--- src/rtl/fetch_stage.sv ---
// Instruction-fetch stage: owns the PC, issues one-outstanding word requests to
// instruction memory, buffers responses in a 2-entry queue and drives the DE latch.
module fetch_stage #(
    parameter logic [63:0] RESET_PC = 64'h0,
    parameter logic [31:0] NOP_IR   = 32'h00000013
) (
    input  logic        CLK,
    input  logic        reset,
    input  logic        MEM_STALL,
    input  logic        DE_BR_STALL,
    input  logic        BR_RESOLVE,
    input  logic        BR_TAKEN,
    input  logic [63:0] BR_TARGET,
    input  logic        TRAP,
    input  logic [63:0] DE_MTVEC,
    output logic        IMEM_REQ,
    output logic [63:0] IMEM_ADDR,
    input  logic        IMEM_READY,
    input  logic        IMEM_RVALID,
    input  logic [31:0] IMEM_RDATA,
    output logic [63:0] DE_NPC,
    output logic [31:0] DE_IR,
    output logic        DE_V,
    output logic        DBG_STATE
);

    // Request channel: a request transfers on a rising edge where IMEM_REQ && IMEM_READY;
    // IMEM_ADDR is held while IMEM_REQ waits, except on a redirect cycle.
    typedef enum logic {ST_RUN = 1'b0, ST_BR_WAIT = 1'b1} state_t;

    state_t      state_q, state_d;
    logic [63:0] pc_q, pc_d;
    logic [63:0] req_pc_q, req_pc_d;
    logic        out_q, out_d;
    logic        drop_q, drop_d;
    logic [1:0]  cnt_q, cnt_d;
    logic        hd_q, hd_d;
    logic [63:0] q_npc_q [2];
    logic [31:0] q_ir_q  [2];
    logic [63:0] de_npc_q, de_npc_d;
    logic [31:0] de_ir_q, de_ir_d;
    logic        de_v_q, de_v_d;

    logic        rsp, br_redir, redirect, credit_ok, req, accept, push, pop, wr_idx;
    logic [63:0] redir_pc, fetch_pc;

    always_comb begin
        rsp       = IMEM_RVALID && out_q;
        br_redir  = (state_q == ST_BR_WAIT) && BR_RESOLVE && BR_TAKEN;
        redirect  = TRAP || br_redir;
        redir_pc  = TRAP ? DE_MTVEC : BR_TARGET;
        fetch_pc  = redirect ? redir_pc : pc_q;
        credit_ok = ({1'b0, cnt_q} + {2'b00, out_q}) < 3'd2;
        // A response retiring this cycle frees the single outstanding slot.
        req       = reset && credit_ok && (!out_q || rsp);
        accept    = req && IMEM_READY;
        push      = rsp && !drop_q && !redirect;
        // The edge where a branch leaves decode advances a bubble, keeping the
        // fall-through words queued until the branch resolves.
        pop       = !redirect && !MEM_STALL && (state_q == ST_RUN) && (cnt_q != 2'd0)
                    && !(de_v_q && DE_BR_STALL);
        wr_idx    = hd_q ^ cnt_q[0];
    end

    assign IMEM_REQ  = req;
    assign IMEM_ADDR = fetch_pc;
    assign DE_NPC    = de_npc_q;
    assign DE_IR     = de_ir_q;
    assign DE_V      = de_v_q;
    assign DBG_STATE = state_q;

    always_comb begin
        state_d  = state_q;
        pc_d     = redirect ? redir_pc : pc_q;
        req_pc_d = req_pc_q;
        out_d    = out_q;
        drop_d   = drop_q;
        cnt_d    = cnt_q + {1'b0, push} - {1'b0, pop};
        hd_d     = pop ? ~hd_q : hd_q;
        de_npc_d = de_npc_q;
        de_ir_d  = de_ir_q;
        de_v_d   = de_v_q;

        if (rsp) begin
            out_d  = 1'b0;
            drop_d = 1'b0;
        end
        if (accept) begin
            out_d    = 1'b1;
            req_pc_d = fetch_pc;
            pc_d     = fetch_pc + 64'd4;
        end

        if (redirect) begin
            cnt_d   = 2'd0;
            drop_d  = out_q && !IMEM_RVALID;
            de_v_d  = 1'b0;
            de_ir_d = NOP_IR;
            state_d = ST_RUN;
        end else begin
            if (!MEM_STALL) begin
                de_v_d = pop;
                if (pop) begin
                    de_npc_d = q_npc_q[hd_q];
                    de_ir_d  = q_ir_q[hd_q];
                end
            end
            case (state_q)
                ST_RUN:     if (de_v_q && DE_BR_STALL && !MEM_STALL) state_d = ST_BR_WAIT;
                ST_BR_WAIT: if (BR_RESOLVE) state_d = ST_RUN;
                default:    state_d = ST_RUN;
            endcase
        end
    end

    always_ff @(posedge CLK or negedge reset) begin
        if (!reset) begin
            state_q    <= ST_RUN;
            pc_q       <= RESET_PC;
            req_pc_q   <= RESET_PC;
            out_q      <= 1'b0;
            drop_q     <= 1'b0;
            cnt_q      <= 2'd0;
            hd_q       <= 1'b0;
            q_npc_q[0] <= 64'h0;
            q_npc_q[1] <= 64'h0;
            q_ir_q[0]  <= NOP_IR;
            q_ir_q[1]  <= NOP_IR;
            de_npc_q   <= 64'h0;
            de_ir_q    <= NOP_IR;
            de_v_q     <= 1'b0;
        end else begin
            state_q  <= state_d;
            pc_q     <= pc_d;
            req_pc_q <= req_pc_d;
            out_q    <= out_d;
            drop_q   <= drop_d;
            cnt_q    <= cnt_d;
            hd_q     <= hd_d;
            if (push) begin
                q_npc_q[wr_idx] <= req_pc_q + 64'd4;
                q_ir_q[wr_idx]  <= IMEM_RDATA;
            end
            de_npc_q <= de_npc_d;
            de_ir_q  <= de_ir_d;
            de_v_q   <= de_v_d;
        end
    end

endmodule

--- config.mk ---
export PLATFORM = sky130hd
export DESIGN_NAME = fetch_stage
export DESIGN_NICKNAME = d
export VERILOG_FILES = /design/src/rtl/fetch_stage.sv
export SDC_FILE = /design/constraint.sdc
export NUM_CORES = 1
export LEC_CHECK = 0
export CORE_UTILIZATION = 55
export CTS_CLUSTER_SIZE = 20
export DETAILED_ROUTE_END_ITERATION = 12
export PLACE_DENSITY = 0.82
export SLEW_MARGIN = 30
export SYNTH_ARGS = -nofsm -noshare
export SYNTH_HDL_FRONTEND = slang
export SYNTH_SLANG_ARGS = --single-unit
--- constraint.sdc ---
create_clock -name CLK -period 4.41 [get_ports CLK]
set_input_delay 0.882 -clock CLK [delete_from_list [all_inputs] [get_ports CLK]]
set_output_delay 0.882 -clock CLK [all_outputs]
set_load 0.03 [all_outputs]
# After elaboration in Yosys (flattened, before gate mapping)
# Cells that the tools add are included.
[word_totals]
ff_bits = 423
out_inout_bits = 163
[classes]
addsub = 5
order_cmp = 4
eq_ne = 1
n_mux = 28
bitwise_logic = 7
reduce_logical = 30
[ops]
columns = ["cell", "count"]
rows = [
  ["$mux 64", 7],
  ["$mux 32", 7],
  ["$add 64x3->64 const B", 2],
  ["$bwmux 128", 1],
  ["$bwmux 64", 1],
  ["$demux 64 s1", 1],
  ["$demux 32 s1", 1],
  ["$logic_and 1x1->1", 16],
  ["$mux 1", 8],
  ["$reduce_bool 2->1", 4],
  ["$logic_not 1->1", 6],
  ["$ge 2x2->1 const B", 2],
  ["$not 1->1", 4],
  ["$not 1->2", 2],
  ["$add 2x1->3", 1],
  ["$lt 3x2->1 const B", 1],
  ["$reduce_and 3->1", 1],
  ["$add 2x1->2", 1],
  ["$logic_or 1x1->1", 2],
  ["$lt 2x1->1 const B", 1],
  ["$mux 2", 1],
  ["$ne 2x1->1 const B", 1],
  ["$pmux 1 s2", 1],
  ["$reduce_and 2->1", 1],
  ["2 further kinds", 2],
]

# Depth between registers and ports, before layout
# Gate-level depths: netlist of run 1.
[logic_depth]
word_depth = 11
ltp_mapped = 18
mapped_depth_nobuf = 9

# Worst setup path before layout of run 1
# No wires, ideal clock.
[synth_path]
path_kind = "input -> register"
startpoint = "input TRAP"
endpoint = "register pc_q[42]"
t_arrival_ns = 3.909
slack_ns = 0.331
path_stages = 18
cell_sequence = "buf_6 -> buf_8 -> buf_8 -> buf_12 -> buf_4 -> buf_4 -> buf_2 -> buf_2 -> mux2i_1 -> nor2_1 -> a21oi_1 -> inv_1 -> ha_1 -> and2_1 -> and4_1 -> buf_2 -> nor3b_1 -> xor2_1"
[synth_between]
elab_chain_len = 4
word_cells_on_any_way = 5
classes_between = "1 x add/sub; 3 x mux; 1 x reduce/logical"
[synth_rtl]
columns = ["item", "line_no", "text"]
rows = [
  ["from (decl)", "14", "input logic TRAP,"],
  ["$mux 64 or $logic_or 1x1->1 (tied branches)", "51, 50", ""],
  ["$mux 64 *", "74", "pc_d = redirect ? redir_pc : pc_q;"],
  ["named net IMEM_ADDR[2]", "17", "output logic [63:0] IMEM_ADDR,"],
  ["$add 64x3->64 *", "91", "pc_d = fetch_pc + 64'd4;"],
  ["$mux 64 *", "88", "if (accept) begin"],
  ["named net pc_d[42]", "32", "logic [63:0] pc_q, pc_d;"],
  ["to (signal assigned)", "134", "pc_q <= pc_d;"],
  ["to (decl)", "32", ""],
]
# Mark *: on every way through the listed nets, which the timed path passes. The rest lies on a longest branch.
# A chain may end at the register's enable or synchronous reset.

# Worst setup path in the final report of run 1
[layout_path]
startpoint = "input BR_RESOLVE"
endpoint = "output IMEM_ADDR[10]"
[layout_between]
elab_chain_len = 4
[layout_rtl]
columns = ["item", "line_no", "text"]
rows = [
  ["from (decl)", "11", "input logic BR_RESOLVE,"],
  ["$logic_and 1x1->1 (2 in a row)", "49", "br_redir = (state_q == ST_BR_WAIT) && BR_RESOLVE && BR_TAKEN;"],
  ["$logic_or 1x1->1", "50", "redirect = TRAP || br_redir;"],
  ["$mux 64", "n/a", ""],
  ["to (decl)", "17", ""],
]
# Every way passes these cells.

==> impl_metrics.yaml, run 1 <==
outcome:
  outcome: "complete, no violations"
drt:
  drtIter0Drc: 1689
  antenna_left: 0
  routed_wl_um: 62500
  dr.pass1.iters: 7
  drc: 0
  via_per_inst: 5.82
  num_vias: 18300
  wl_per_cell_um: 19.9
clock_tree:
  insertion_delay_ns: 0.55
  cts_buffers: 43
  post-cts-setup-buffers: 0
  cts-root-buf: "clkbuf_16"
  htree_levels: 2
  clock_sinks: 423
  postCtsHoldBufs: 0
  cts_resized: 0
  cts_tree: "done"
  path_clk_slew_ns: 0.06
  clockBufferDepth: 3
worst_setup_path:
  startpoint_type: "input pin"
  cp_max_fo: 46
  critPathMaxStageDelay_ns: 0.62
  crit_path_frequent_cell: "clkdlybuf4s50_1"
  path_depth: 7
  critPathRequiredTime_ns: 3.53
  reg2reg_depth: 10
  arrival_ns: 3.26
  critical_path.top_delay_family: "buffers and inverters"
  path_buf_inv: 4
  worstPathCellList: "clkdlybuf4s50_1 -> a31oi_4 -> buf_12 -> nor2_1 -> a21oi_1 -> inv_1 -> clkdlybuf4s50_1"
  reg2reg_from: "DBG_STATE"
  critical_path_class: "in -> out"
  critPathLaunch: "BR_RESOLVE"
  cp-end-kind: "output port"
  slowest_stage: "clkdlybuf4s50_1"
pwr:
  seqPwrFrac_pct: 42.5
  p_per_area_nw_per_um2: 546
  p_sw_share_pct: 35.7
  switching_power_mw: 5.19
  internal_power_mw: 9.35
  leakagePower_nw: 11.8
  ir_worst_vdd_mv: 0.333
  pwr-share-comb_pct: 32.2
  p_clk_share_pct: 25.4
global_routing:
  grt_overflow_total: 0
  grt_pass1_wl_um: 96500
  grt_pass1_vias: 17600
  track_usage_pct: 31.6
  grt_max_degree: 181
  antenna_found_initial: 2
placement:
  gp_congestion: 0.899
  place_ws_ns: 0.295
  dp_hpwl_um: 44700
  io_buffer_count: 331
floorplanning:
  start_util_pct: 56.0
  die_area_um2: 39400
  dieHeight_um: 198
  io_pins: 332
  die_w_um: 198
  design.core.area_um2: 37800
  num_rows: 71
timing:
  setup_viol: 0
  drv_slew: 0
  maxSlewHeadroom_pct: 38.1
  skew_ns: 0.0180
  holdWs_ns: 0.183
  hold_viol_final: 0
  rsz0062_at_grt: "false"
  setup_tns_ns: 0
  worstMarginPinSlew_ns: 0.920
  worst_slack_ns: 0.267
  fmax_mhz: 241
  post-route-period-util_pct: 93.9
  period_needed_ns: 4.14
synth:
  synth-edff-count: 0
  async_flop_share_pct: 100
  ys_seq_area_share_pct: 50.0
  synth_top_area_share_pct: 48.8
  yosysWarnings: 0
  synthesis.area_um2: 21200
  netlist-cell-type-count: 71
  synth_nets: 2466
  synth.area.top_cells: "dfrtp_1 (49%), nand2_1 (8.5%), mux2i_1 (7.1%), o21ai_0 (4.9%), xnor2_1 (3.6%)"
  syn_avg_cell_area_um2: 9.25
  ys_ff_latch: 423
  synth_area_leader_cell: "dfrtp_1"
  synth_commonest_cells: "nand2_1 (479), dfrtp_1 (414), o21ai_0 (206), nor2_1 (167), mux2i_1 (151)"
  synth.most_common_cell: "nand2_1"
  ys.flop_type: "dfrtp_1"
  syn_inst: 2293
hold_path:
  hold_path_class: "in -> async"
final_layout:
  drive_above_1_share_pct: 8.75
  syn_to_final_growth_pct: 25.6
  fill_cells: 2911
  layout.nets: 2768
run:
  maxCapViolCount: 0
==> metal layers <==
layer	global-route usage [%]	wire length, um	vias up
li1	-	-	8469
met1	43.8	26500	8928
met2	50.2	29100	762
met3	5.41	4770	135
met4	11.4	2110	0
met5	0	0	-
==> power by group through the flow <==
stage,combinational (mW),sequential (mW),clock (mW)
CTS,4.69,6.16,3.73
global placement,4.50,6.11,0
finish,4.68,6.17,3.69
global route,5.07,6.32,3.89
detailed placement,4.64,6.21,0
floorplan,2.30,6.53,0
==> final timing paths <==
kind / to / slack [ns]
max: IMEM_ADDR[10] / 0.27
min: q_npc_q[83] / 0.18
max reg2reg: cnt_q[1] / 1.22
min reg2reg: q_ir_q[1] / 0.46
max in group asynchronous: DE_NPC[8] / 2.28
min in group CLK: q_ir_q[1] / 0.46
==> cells by family (layout without fill, tap and decap cells) <==
logic type	count (synthesis)	in the layout	synth area share, %
AOI/OAI and AO/OA	434	434	11.8
adders and majority gates	4	4	0.236
buffers and inverters	212	547	4.47
muxes	169	169	8.08
DFF	423	423	50.0
and+or+nand+nor	926	926	20.3
xor gates and xnor gates	125	125	5.16
other	0	2	0
==> cell type report <==
type | count | area, um2 | share of cell area, %
inverter | 69 | 259 | 0.972
sequential | 423 | 10600 | 39.8
timing repair buffer | 400 | 3970 | 14.9
clock inverter | 11 | 149 | 0.559
clock buffer | 67 | 1280 | 4.80
tap | 511 | 639 | 2.40
multi-input combinational | 1658 | 9750 | 36.6
antenna | 2 | 5.00 | 0.0188
==> cells in the final DEF (no fill, tap or decap), types with 10 or more instances in the layout <==
| cell | n |
|---|---|
| nand2_1 | 477 |
| dfrtp_1 | 413 |
| clkdlybuf4s50_1 | 302 |
| o21ai_0 | 205 |
| nor2_1 | 165 |
| mux2i_1 | 151 |
| a21oi_1 | 131 |
| xnor2_1 | 88 |
| buf_4 | 81 |
| inv_1 | 69 |
| nand3_1 | 65 |
| clkbuf_16 | 44 |
| xor2_1 | 37 |
| nand4_1 | 32 |
| nor3_1 | 31 |
| a211oi_1 | 30 |
| and3_1 | 25 |
| nor4_1 | 22 |
| mux2_2 | 18 |
| nand3b_1 | 17 |
| clkbuf_1 | 14 |
| buf_12 | 14 |
| and4_1 | 13 |
| a31oi_1 | 13 |
| nor2b_1 | 10 |
| and2_1 | 10 |
==> state kept, by name, indices dropped and copies added, names as in the netlist <==
register   cells
cnt_q          2
pc_q          64
drop_q         1
DBG_STATE      1
DE_NPC        64
DE_V           1
q_npc_q      128
q_ir_q        64
req_pc_q      64
DE_IR         32
hd_q           1
out_q          1
==> per-stage QoR <==
stage	area, um2	std cells	total power [mW]	util (%)
4_1_cts	26600	3138	14.6	70.3
2_1_floorplan	21200	2293	8.83	-
3_3_place_gp	25200	3060	10.6	66.5
3_5_place_dp	25200	3060	10.8	66.5
5_1_grt	26600	3141	15.3	70.4
6_report	26600	3141	14.5	70.4
No activity file was read; power rests on OpenSTA's default activity.
==> inputs of run 2 (changes only) <==
--- a/config.mk
+++ b/config.mk
@@ -9,6 +9,7 @@
 export CTS_CLUSTER_SIZE = 20
 export DETAILED_ROUTE_END_ITERATION = 12
 export PLACE_DENSITY = 0.82
+export RECOVER_POWER = 100
 export SLEW_MARGIN = 30
 export SYNTH_ARGS = -nofsm -noshare
 export SYNTH_HDL_FRONTEND = slang
==> impl_metrics.yaml, run 2 (synthesis gave the netlist of run 1 again) <==
timing:
  drv_slew: 328
  skew_ns: 0.0181
  worstMarginPinSlew_ns: 3.07
  fmax_mhz: 236
  hold_viol_final: 0
  setup_tns_ns: 0
  holdWs_ns: 0.178
  maxSlewHeadroom_pct: -105
  period_needed_ns: 4.24
  rsz0062_at_grt: "false"
  setup_viol: 0
  post-route-period-util_pct: 96.0
global_routing:
  grt_pass1_wl_um: 96500
  grt_overflow_total: 0
  grt_max_degree: 181
  grt_pass1_vias: 17600
  track_usage_pct: 31.6
  antenna_found_initial: 2
drt:
  routed_wl_um: 62600
  via_per_inst: 5.83
  drc: 0
  num_vias: 18300
  drtIter0Drc: 1764
  wl_per_cell_um: 19.9
  antenna_left: 0
  dr.pass1.iters: 5
placement:
  gp_congestion: 0.899
  io_buffer_count: 331
  dp_hpwl_um: 44700
pwr:
  leakagePower_nw: 11.8
  ir_worst_vdd_mv: 0.333
  p_per_area_nw_per_um2: 545
clock_tree:
  postCtsHoldBufs: 0
  cts-root-buf: "clkbuf_16"
  clock_sinks: 423
  htree_levels: 2
  cts_buffers: 43
  clockBufferDepth: 3
  post-cts-setup-buffers: 0
  cts_tree: "done"
  path_clk_slew_ns: 0.06
  insertion_delay_ns: 0.55
  cts_resized: 0
outcome:
  failed_checks: "capacitance limit, slew limit"
  outcome: "finished with violations"
worst_setup_path:
  r2r_setup_slack_ns: 0.72
  reg2reg_depth: 7
  critical_path.top_delay_family: "buffers and inverters"
  critical_path_class: "in -> out"
  cp_max_fo: 54
  slowest_stage: "clkdlybuf4s50_1"
  critPathRequiredTime_ns: 3.53
  worstPathCellList: "clkdlybuf4s50_1 -> a31oi_4 -> buf_12 -> clkbuf_1 -> a21oi_1 -> inv_1 -> clkbuf_1"
  critPathLaunch: "BR_RESOLVE"
  reg2reg_from: "DBG_STATE"
  critPathMaxStageDelay_ns: 0.55
  cp-end-kind: "output port"
  crit_path_frequent_cell: "clkbuf_1"
  path_buf_inv: 5
  path_depth: 7
  startpoint_type: "input pin"
  arrival_ns: 3.35
floorplanning:
  die_w_um: 198
  io_pins: 332
  design.core.area_um2: 37800
  start_util_pct: 56.0
  die_area_um2: 39400
  dieHeight_um: 198
  num_rows: 71
final_layout:
  mostFrequentLayoutCells: "nand2_1 (478), dfrtp_1 (413), o21ai_0 (205)"
  syn_to_final_growth_pct: 24.0
  layout.nets: 2768
  final_common_cell: "nand2_1"
  drive_above_1_share_pct: 7.00
  largest_reg_flops: 128
  top_register: "q_npc_q"
run:
  maxCapViolCount: 4
hold_path:
  hold_path_class: "in -> async"
[run 2: worst paths after layout]
check,end
max reg2reg,q_npc_q[66]
min,q_npc_q[83]
max,IMEM_ADDR[35]
min reg2reg,q_ir_q[1]
min in group CLK,q_ir_q[1]
max in group asynchronous,DE_NPC[7]
[run 2: stage by stage]
step	utilization (%)	instances	worst slack [ns]	area (um2)	power (mW)
after floorplan	-	2293	0.331	21200	8.83
after global placement	66.5	3060	0.363	25200	10.6
after detailed placement	66.5	3060	0.295	25200	10.8
after CTS	70.3	3138	0.290	26600	14.6
after global routing	69.5	3141	0.0690	26300	15.1
final	69.5	3141	0.174	26300	14.3
[run 2: layout make-up]
| type | count | area [um2] |
|---|---|---|
| antenna | 2 | 5.00 |
| clock buffer | 67 | 1280 |
| clock inverter | 11 | 149 |
| fill | 2984 | 11500 |
| inverter | 69 | 259 |
| multi-input combinational | 1658 | 9610 |
| sequential | 423 | 10600 |
| tap | 511 | 639 |
| timing repair buffer | 400 | 3770 |
[run 2: metal layers]
layer	global-route usage, %	vias up	routed length (um)
li1	-	8473	-
met1	43.8	8927	26500
met2	50.2	791	29300
met3	5.41	133	4780
met4	11.4	0	2060
met5	0	-	0
[run 2: power by group]
part,internal (mW),total [mW],switching (mW)
Clock,2.17,3.69,1.51
Combinational,1.79,4.49,2.70
Sequential,5.22,6.16,0.942
[run 2: worst register-to-register path, cell delays in order (launching register included)]
cell and delay, ns:
dfrtp_1 0.52, a31o_4 0.45, buf_12 0.26, nor3_1 0.46, nand2_1 0.77, buf_2 0.71, nand2_1 0.24, o21ai_0 0.11
